<file path="src/rtl/ctrl_if.sv">
// ctrl_if: instruction-fetch stage of the 16-bit Thumb-subset pipeline.
// Owns the PC and issues halfword reads to a synchronous instruction memory.
// It delivers registered instruction words to decode, injects NOP bubbles
// after a branch redirect, and raises o_stall while a data access holds the
// shared memory port.
// Ports:
//   clk, rst           clock, synchronous active-high reset
//   i_mem_data_access  data-access length in cycles (one-cycle pulse)
//   i_branch_taken     redirect request from execute
//   i_branch_target    redirect address (bit 0 ignored)
//   o_imem_req         instruction read strobe
//   o_imem_addr        instruction read address
//   i_imem_rdata       read data, valid the cycle after o_imem_req
//   o_ir / o_pc_r      instruction word to decode and its address
//   o_stall            pipeline stall (also feeds the decode stall)
module ctrl_if #(
   parameter int unsigned     AW        = 16,
   parameter logic [AW-1:0]   RESET_PC  = '0,
   parameter logic [15:0]     NOP_INSTR = 16'hBF00
) (
   input  logic          clk,
   input  logic          rst,
   input  logic [3:0]    i_mem_data_access,
   input  logic          i_branch_taken,
   input  logic [AW-1:0] i_branch_target,
   output logic          o_imem_req,
   output logic [AW-1:0] o_imem_addr,
   input  logic [15:0]   i_imem_rdata,
   output logic [15:0]   o_ir,
   output logic [AW-1:0] o_pc_r,
   output logic          o_stall
);

   logic [AW-1:0] pc_q, pc_d;
   logic          req_q, req_d;
   logic [AW-1:0] req_pc_q, req_pc_d;
   logic          skid_valid_q, skid_valid_d;
   logic [15:0]   skid_data_q, skid_data_d;
   logic [AW-1:0] skid_pc_q, skid_pc_d;
   logic [3:0]    cnt_q, cnt_d;
   logic [15:0]   ir_q, ir_d;
   logic [AW-1:0] pc_out_q, pc_out_d;

   logic stall;
   logic issue;
   logic unused_tgt_lsb;

   // Halfword fetch: the target's byte-offset bit is forced to zero.
   assign unused_tgt_lsb = i_branch_target[0];

   // Stall is decoded from the counter register only.
   assign stall = (cnt_q != 4'd0);
   assign issue = !stall && !i_branch_taken;

   assign o_stall     = stall;
   assign o_imem_req  = issue && !rst;
   assign o_imem_addr = pc_q;
   assign o_ir        = ir_q;
   assign o_pc_r      = pc_out_q;

   always_comb begin
      cnt_d = cnt_q;
      if (stall) begin
         cnt_d = cnt_q - 4'd1;
      end else if (i_mem_data_access != 4'd0) begin
         cnt_d = i_mem_data_access;
      end
   end

   always_comb begin
      pc_d         = pc_q;
      req_d        = 1'b0;
      req_pc_d     = req_pc_q;
      skid_valid_d = skid_valid_q;
      skid_data_d  = skid_data_q;
      skid_pc_d    = skid_pc_q;
      ir_d         = ir_q;
      pc_out_d     = pc_out_q;

      if (issue) begin
         pc_d     = pc_q + AW'(2);
         req_d    = 1'b1;
         req_pc_d = pc_q;
      end

      // A redirect drops both the in-flight response and any skid entry.
      if (i_branch_taken) begin
         pc_d         = {i_branch_target[AW-1:1], 1'b0};
         skid_valid_d = 1'b0;
         ir_d         = NOP_INSTR;
      end else if (stall && req_q) begin
         // Only the first stall cycle can see a response in flight.
         skid_valid_d = 1'b1;
         skid_data_d  = i_imem_rdata;
         skid_pc_d    = req_pc_q;
      end else if (stall) begin
         ir_d = ir_q;
      end else if (skid_valid_q) begin
         ir_d         = skid_data_q;
         pc_out_d     = skid_pc_q;
         skid_valid_d = 1'b0;
      end else if (req_q) begin
         ir_d     = i_imem_rdata;
         pc_out_d = req_pc_q;
      end else begin
         ir_d = NOP_INSTR;
      end
   end

   always_ff @(posedge clk) begin
      if (rst) begin
         pc_q         <= RESET_PC;
         req_q        <= 1'b0;
         req_pc_q     <= '0;
         skid_valid_q <= 1'b0;
         skid_data_q  <= '0;
         skid_pc_q    <= '0;
         cnt_q        <= 4'd0;
         ir_q         <= NOP_INSTR;
         pc_out_q     <= '0;
      end else begin
         pc_q         <= pc_d;
         req_q        <= req_d;
         req_pc_q     <= req_pc_d;
         skid_valid_q <= skid_valid_d;
         skid_data_q  <= skid_data_d;
         skid_pc_q    <= skid_pc_d;
         cnt_q        <= cnt_d;
         ir_q         <= ir_d;
         pc_out_q     <= pc_out_d;
      end
   end

endmodule

</file>
<file path="config.mk">
export PLATFORM = sky130hd
export DESIGN_NAME = ctrl_if
export DESIGN_NICKNAME = d
export VERILOG_FILES = /design/src/rtl/ctrl_if.sv
export SDC_FILE = /design/constraint.sdc
export NUM_CORES = 1
export LEC_CHECK = 0
export ABC_CLOCK_PERIOD_IN_PS = 2200
export BUFFER_PORTS_ARGS = -buffer_cell sky130_fd_sc_hd__buf_2
export CORE_MARGIN = 2
export CORE_UTILIZATION = 40
export DETAILED_ROUTE_END_ITERATION = 6
export SLEW_MARGIN = 20
export SYNTH_ARGS = -nofsm -noshare
export SYNTH_HDL_FRONTEND = slang
export SYNTH_SLANG_ARGS = --single-unit
</file>
<file path="constraint.sdc">
create_clock -name clk -period 2.2 [get_ports clk]
set_input_delay 0.44 -clock clk [delete_from_list [all_inputs] [get_ports clk]]
set_output_delay 0.44 -clock clk [all_outputs]
set_load 0.02 [all_outputs]
</file>
==> summary.md, run 1 <==
TritonCTS built the clock tree. For the effective utilization at floorplan, the log shows 0.411. The run gives 0 as the total congestion overflow after global routing. Final clock period utilization by the worst path: 0.967.

The fraction of power spent switching nets came out at 0.327. STA classifies the critical path startpoint as a register. Derived from the worst setup path, the maximum achievable clock frequency is 470 MHz. The detailed-route DRC error count is 0, and the area inside the core boundary is 9730 sq um. Slew at the pin with the worst max-slew slack: 554 ps.

The category of the most critical setup path is reg2out. Clock-pin slew was measured on the worst setup and hold paths at 90 ps. For this run, the detailed router's first-pass iteration total came to 4. The run gives 98 as the CTS sink count.

The logs give 0.628 for the relative slew slack and 0 for the number of warnings printed during yosys synthesis. Synthesis produced a netlist whose cell count is 481. The detail route stage leaves a number of antenna-violating nets equal to 0. After synthesis the cells add up to 4000 sq um.

The fraction of power consumed by combinational cells is 0.257, and the count of inserted antenna diode cells is 0. In this design, the stage delay of the slowest critical-path cell is 490 ps. The share of power burned in the clock network is 0.263. At the worst endpoint, the arrival time is 1690 ps. For the initial DRC count, the log shows 109. Setup repair after global routing left no endpoint under its margin. The global placer's final weighted congestion is 0.801. The tools report the count of standard-cell rows as 36. The tools report the number of global-route vias before repair as 3268. The logs give 0.480 for the sequential share of power and 9 for the number of buffers added by the clock tree synthesis step.

The synthesis-stage register bit count was 98; the hold buffer count at cts was 0. The via density per instance was 4.94; the initial antenna violation count was 0. The worst path in the final design needs a cycle of 2130 ps, including I/O delays and setup. Along the worst path, the maximum fanout reaches 5.

The proportion of layout cells with a drive suffix above 1 was 0.239. The longest clock path from root to sink contains 2 buffers. Setup violations remaining at the end of the flow were counted as 0. The flip-flop cell with the highest count after synthesis was sky130_fd_sc_hd__dfxtp_1. The critical path contains buffers and inverters numbering 2 combined. Root cell of the clock tree: sky130_fd_sc_hd__clkbuf_8. Leaving out fill and tap cells, the most frequent cells in the layout are 114 x sky130_fd_sc_hd__nand2_1, 95 x sky130_fd_sc_hd__dfxtp_1, 84 x sky130_fd_sc_hd__buf_2. The routed layout has 3487 vias. For the required time reported for the critical path endpoint, the log shows 1760 ps. Setup total negative slack on the finished layout was measured at 0 ps.

The clock latency on the worst-skew pair was 360 ps. The worst setup path is captured at a primary output. Entering global routing, the biggest net connects 31 pins.

The count of port buffers added during placement was 85; the H-tree depth was 3. Relative to the synthesized area, the layout overhead comes to 22.4%. Wires add up to 9210 um. The run finished with clean final reports. The die covers 10800 sq um. The clock skew after layout was 8.55 ps. The signal on the critical path passes through inv_2, ha_4, or4b_4, nor2_4, buf_6. For this design the static power due to leakage is 1.78 nW. The overall fraction of global-route tracks in use was 0.175.

The path class of the tightest hold or removal check is in2reg. For the total number of nets in the final design, the log shows 609. The internal portion of the total power is 0.00292 W.

The number of max-cap violations came out at 0. The run gives 0.491 as the sequential area share after synthesis. The die is 104 um tall. The number of I/O pins is 89, and the wire length of the first global-routing pass is 15600 um. Across all hold checks on the routed design, the worst slack comes to 330 ps. Wire length per cell after detailed routing: 13.0 um. Leaving out fill and tap cells, the most frequent cell in the layout is sky130_fd_sc_hd__nand2_1.

The number of max-slew violations in the final report was 0; the final count of hold timing violations was 0. VDD sags by at most 476 uV. Detailed placement finished with a half-perimeter wire length of 6630 um. Yosys mapped a number of flops with a built-in enable equal to 0. The die is 104 um wide. Yosys mapped the design onto 39 distinct sky130hd cell types. The average footprint of a synthesized cell came out at 8.31 sq um. The fraction of registers with async set or reset after synthesis is 0. For this design the ratio of total power to cell area is 886 nW/um^2. The library cell contributing the largest single delay on the critical path was sky130_fd_sc_hd__or4b_4. The run gives 0.00142 W as the total net switching power. The largest delay contributor family on the critical path was simple AND/OR/NAND/NOR gates.
[area by class of cell]
type,count,area (sq um)
sequential,98,1970
clock inverter,7,70.1
multi-input combinational,343,1900
fill,1008,4840
tap,133,166
inverter,8,30.0
timing repair buffer,108,629
clock buffer,9,124
[cells in the mapped netlist, types with 2 or more instances]
master,n,area (sq um)
sky130_fd_sc_hd__xnor2_1,8,70.1
sky130_fd_sc_hd__mux2i_1,31,310
sky130_fd_sc_hd__or3_1,5,31.3
sky130_fd_sc_hd__o21ai_0,14,70.1
sky130_fd_sc_hd__nand3_1,3,15.0
sky130_fd_sc_hd__ha_1,2,25.0
sky130_fd_sc_hd__xor2_1,2,17.5
sky130_fd_sc_hd__nor4_1,4,25.0
sky130_fd_sc_hd__a21oi_1,59,295
sky130_fd_sc_hd__inv_1,6,22.5
sky130_fd_sc_hd__nand2_1,114,428
sky130_fd_sc_hd__and3_1,2,12.5
sky130_fd_sc_hd__a211oi_1,23,173
sky130_fd_sc_hd__nor3_1,6,30.0
sky130_fd_sc_hd__clkbuf_1,28,105
sky130_fd_sc_hd__buf_4,2,15.0
sky130_fd_sc_hd__dfxtp_1,98,1960
sky130_fd_sc_hd__a311oi_1,3,26.3
sky130_fd_sc_hd__nor2_1,44,165
sky130_fd_sc_hd__nand4_1,6,37.5
sky130_fd_sc_hd__buf_1,3,11.3
[routing by layer]
layer	vias up	global-route usage	part of all wire
li1	1818	-	-
met3	10	0.0388	0.036
met2	62	0.280	0.46
met5	-	0	0
met1	1597	0.233	0.49
met4	0	0.0618	0.014
[tightest hold or removal path, cell delays in order]
cell and delay, ps:
sky130_fd_sc_hd__buf_2 100, sky130_fd_sc_hd__nand2_1 60, sky130_fd_sc_hd__a21oi_1 50
[power by group through the flow]
stage / clock network, W / registers (W) / logic [W]
floorplan: 0 / 0.00214 / 0.000642
global placement: 0 / 0.00210 / 0.00106
detailed placement: 0 / 0.00211 / 0.00108
CTS: 0.00119 / 0.00208 / 0.00113
global route: 0.00127 / 0.00211 / 0.00123
finish: 0.00114 / 0.00208 / 0.00111
[path summary, 6_finish.rpt]
kind / start / cells after the start / end / slack, ps
setup / recovery: cnt_q[0] / 5 / o_imem_req / 70
hold / removal: i_branch_target[1] / 3 / o_imem_addr[1] / 330
setup reg to reg: cnt_q[0] / 7 / o_imem_addr[14] / 170
hold reg to reg: o_ir[0] / 2 / o_ir[0] / 450
[sequential cells by signal (all words and copies together), names as in the netlist]
name          count
o_ir             16
skid_data_q      16
o_imem_addr      15
o_pc_r           15
req_pc_q         15
skid_pc_q        15
cnt_q             4
req_q             1
skid_valid_q      1
[logic make-up after synthesis]
group / after synthesis / share of synthesized area
other: 1 / 0.000939
multiplexers: 32 / 0.0805
AND/OR/NAND/NOR: 192 / 0.206
AO/OA/AOI/OAI: 105 / 0.153
buffers and inverters: 41 / 0.0404
adder cells (fa/ha/maj): 2 / 0.00626
flip-flops: 98 / 0.491
XOR/XNOR: 10 / 0.0219
[what timing repair did]
item | 4_1_cts | 5_1_grt
endpoints found under the hold margin | 0 | 0
endpoints found under the setup margin | 1 | 1
setup buffers | 0 | 0
resized for setup | 9 | 3
pin swaps | 2 | 1
[through the flow]
stage               cell area, sq um   util  setup slack (ps)  power, W  instances
floorplan                       4000      -              3.47   0.00279        482
global placement                4660  0.479               126   0.00317        690
detailed placement              4660  0.479               105   0.00319        690
CTS                             4890  0.502              2.27   0.00439        706
global route                    4890  0.503              3.07   0.00461        706
finish                          4890  0.503              73.1   0.00433        706
(Power assumes the default switching activity.)
==> run 2, diff against run 1 <==
Settings changed: ABC_AREA from default to 1, BUFFER_PORTS_ARGS -buffer_cell sky130_fd_sc_hd__buf_2 to -buffer_cell sky130_fd_sc_hd__clkbuf_2, RECOVER_POWER from default to 25.
==> run 2 against run 1 <==
  * Design area up 0.59%
  * Clock skew down 2.2 ps
  * Largest power group unchanged
  * Sequential share of layout area down 0.36 points
  * Via count up 15%
  * Worst setup slack better by 42 ps
  * Clock power down 7%
  * Utilization down 2.8 points
  * Power up 2.9%
  * Worst hold slack worse by 17 ps
  * Cell count up 14%
==> summary.md, run 2 <==
The run finished with clean final reports. Summing over every cut layer, the via total after detailed routing is 4000. 89 I/O pins were placed. In this run the tool buffered the top-level ports with 85 buffer cells. The tools report the share of power burned in the clock network as 0.238.

Cell type with the largest total area after synthesis: sky130_fd_sc_hd__dfxtp_1. H-tree depth: 3. In this run the core area contains 37 standard-cell rows. The number of global-route vias before repair was 3682. Tracing the worst setup path back leads to its startpoint at cnt_q[0]. The maximum operating frequency was 480 MHz; the maximum vdd ir drop was 501 uV. A synthesized cell averages 7.26 sq um. The tools report the endpoint class of the critical path as a primary output. The fraction of power spent switching nets came out at 0.370. The startpoint of the most critical hold path was i_imem_rdata[10]. Leaving out fill and tap cells, the most frequent cell in the layout is sky130_fd_sc_hd__nand2_1. Setup violations remaining at the end of the flow were counted as 0.

The run gives 0 as the detailed-route DRC error count. In the final design database the tool counted 706 nets. The tools report the wire length of the first global-routing pass as 17800 um. The category of the worst setup path launch point was a register. The number of max-slew violations in the final report is 0, and the die boundary width is 107 um.

The number of warnings printed during yosys synthesis was 0; the required time reported for the critical path endpoint was 1760 ps. In this run, CTS created clock tree buffers numbering 9. The proportion of layout cells with a drive suffix above 1 is 0.160. Ranked by total cell area, the synthesized netlist is headed by sky130_fd_sc_hd__dfxtp_1 46%, sky130_fd_sc_hd__nand2_1 11%, sky130_fd_sc_hd__o21ai_0 9.1%, sky130_fd_sc_hd__nor2_1 8.6%, sky130_fd_sc_hd__a31oi_1 3.9%. The sequential area share after synthesis was 0.458.

The total routed wirelength is 10800 um, and the count of cells resized by post-cts repair is 1. The buffer depth of the longest clock path came out at 2. The most numerous cell in the Yosys netlist was sky130_fd_sc_hd__nand2_1.

The run gives 0.270 as the fraction of power consumed by combinational cells. The run gives 10400 sq um as the area inside the core boundary. Synthesis handed over a netlist of 590 instances. The number of hold buffers added after CTS was 0.

Setup repair after global routing left no endpoint under its margin. Final clock period utilization by the worst path: 0.948. For this block, the initial DRC count from the detailed router was 219. After routing, the total negative slack on setup checks comes to 0 ps. The count of nets left with antenna violations once routing finished came out at 0.

The die is 107 um tall. The floorplan step defined a die boundary enclosing 11600 sq um. Ranked by instance count, the synthesized netlist is headed by 126 x sky130_fd_sc_hd__nand2_1, 98 x sky130_fd_sc_hd__dfxtp_1, 98 x sky130_fd_sc_hd__nor2_1. In this run the worst path has a maximum fanout of 14. The tools report the overall fraction of global-route tracks in use as 0.194. Detailed placement ended at an HPWL of 7380 um. Dividing the detail-routed wire length by the instance count gives 13.4 um. The top cell type's share of synthesized area works out to 0.458. The area growth from synthesis to layout works out to 14.8%. The tools report the post-synthesis cell area as 4280 sq um. After clock tree synthesis, the clock-pin slew on the worst setup and hold paths is 90 ps.

Clock tree synthesis found a total of 98 sinks. The logs give 1650 ps for the critical path data arrival time and 0 for the total congestion overflow after global routing. The number of max-cap violations came out at 0. The total net switching power is 0.00165 W, and the count of inserted antenna diode cells is 0.

The congestion estimate from routability-driven global placement came to 0.827. The logs give 0.00281 W for the internal power component and 370 ps for the clock latency on the worst-skew pair. The fraction of registers with async set or reset after synthesis came out at 0. The minimum period implied by the final worst setup slack was 2090 ps; the effective utilization at floorplan was 0.413. After layout, the design draws a total of 0.00446 W.

Synthesis-stage register bit count: 98. In this run the power density over the cells is 906 nW/um^2. Root cell of the clock tree: sky130_fd_sc_hd__clkbuf_8. For this run, the leading register cell type out of synthesis is sky130_fd_sc_hd__dfxtp_1. TritonCTS built the clock tree.

For this run, the detailed router's first-pass iteration total came to 5. The logs give 0.492 for the sequential share of power and 0 for the final count of hold timing violations. The origin of the critical flop-to-flop path was cnt_q[0]. The initial antenna violation count was 0. Entering global routing, the biggest net connects 53 pins. The number of enable flip-flop cells after synthesis came out at 0.

The run gives 0 as the number of buffers added for setup after CTS. Class of the worst hold path: in2reg. The reported leakage power came out at 2.08 nW. On the final layout, the worst clock skew is 6.37 ps. The setup path with the least slack is of type reg2out. Using the TritonRoute via totals, the vias-per-cell ratio works out to 4.96.

The top cell types in the final layout, fill and taps aside, are 126 x sky130_fd_sc_hd__nand2_1, 98 x sky130_fd_sc_hd__nor2_1, 98 x sky130_fd_sc_hd__dfxtp_1. Counting distinct cell types in the post-synthesis netlist gives 32.
-- run 2: cell count changes after synthesis, sizes merged, moves of 19 or more --
cell | previous run | this run
o21ai | 15 | 81
a21oi | 59 | 27
inv | 7 | 38
nand3 | 3 | 22
a211oi | 23 | 0
nor2 | 44 | 116
mux2i | 31 | 0
a31oi | 1 | 27
-- run 2: worst paths after layout --
check / endpoint / slack [ps] / cells past startpoint
setup / recovery: o_imem_req / 110 / 7
hold / removal: skid_data_q[10] / 310 / 3
setup reg to reg: o_imem_addr[12] / 490 / 8
hold reg to reg: o_ir[2] / 470 / 2
-- run 2: layout make-up --
type | count | area, sq um
well taps | 136 | 170
repair buffers | 95 | 468
multi-input cells | 422 | 1990
flip-flops and latches | 98 | 1960
clock inverters | 5 | 30.0
fillers | 1107 | 5450
clock buffers | 11 | 141
inverters | 39 | 154
-- run 2: critical path: stages (launching register included) --
cell	delay (ps)
sky130_fd_sc_hd__dfxtp_1	330
sky130_fd_sc_hd__inv_1	80
sky130_fd_sc_hd__ha_2	250
sky130_fd_sc_hd__nand2_4	160
sky130_fd_sc_hd__inv_4	130
sky130_fd_sc_hd__nand2_2	80
sky130_fd_sc_hd__inv_2	80
sky130_fd_sc_hd__clkbuf_2	170
-- run 2: cell families (layout without fill, tap and decap cells) --
| kind of cell | after synthesis | count (layout) | share of synthesized area |
|---|---|---|---|
| compound gates | 137 | 137 | 0.169 |
| xor+xnor | 4 | 4 | 0.00818 |
| fa+ha+maj | 2 | 2 | 0.00584 |
| buf+inv | 71 | 150 | 0.0780 |
| flops | 98 | 98 | 0.458 |
| other cells | 1 | 2 | 0.000876 |
| simple gates | 277 | 277 | 0.280 |
-- run 2: per-layer routing --
| layer | vias up | GRT usage | share of wire |
|---|---|---|---|
| met2 | 133 | 0.289 | 0.43 |
| li1 | 2066 | - | - |
| met3 | 11 | 0.0291 | 0.064 |
| met5 | - | 0 | 0 |
| met1 | 1790 | 0.283 | 0.49 |
| met4 | 0 | 0.0742 | 0.016 |
-- run 2: per-stage QoR --
step | hold slack [ps] | instances | area (sq um) | utilization | setup slack (ps)
6_report | 313 | 806 | 4920 | 0.474 | 115
5_1_grt | 317 | 806 | 4920 | 0.474 | 31.3
4_1_cts | 305 | 806 | 4960 | 0.478 | 64.1
3_5_place_dp | 451 | 790 | 4790 | 0.462 | 405
3_3_place_gp | 444 | 790 | 4790 | 0.462 | 426
2_1_floorplan | 439 | 591 | 4290 | - | 641
-- run 2: power groups by stage --
| stage | clock network, W | logic [W] | registers, W |
|---|---|---|---|
| after detailed placement | 0 | 0.00120 | 0.00223 |
| after floorplan | 0 | 0.000861 | 0.00225 |
| final | 0.00106 | 0.00120 | 0.00219 |
| after CTS | 0.00109 | 0.00121 | 0.00219 |
| after global routing | 0.00116 | 0.00136 | 0.00223 |
| after global placement | 0 | 0.00118 | 0.00223 |
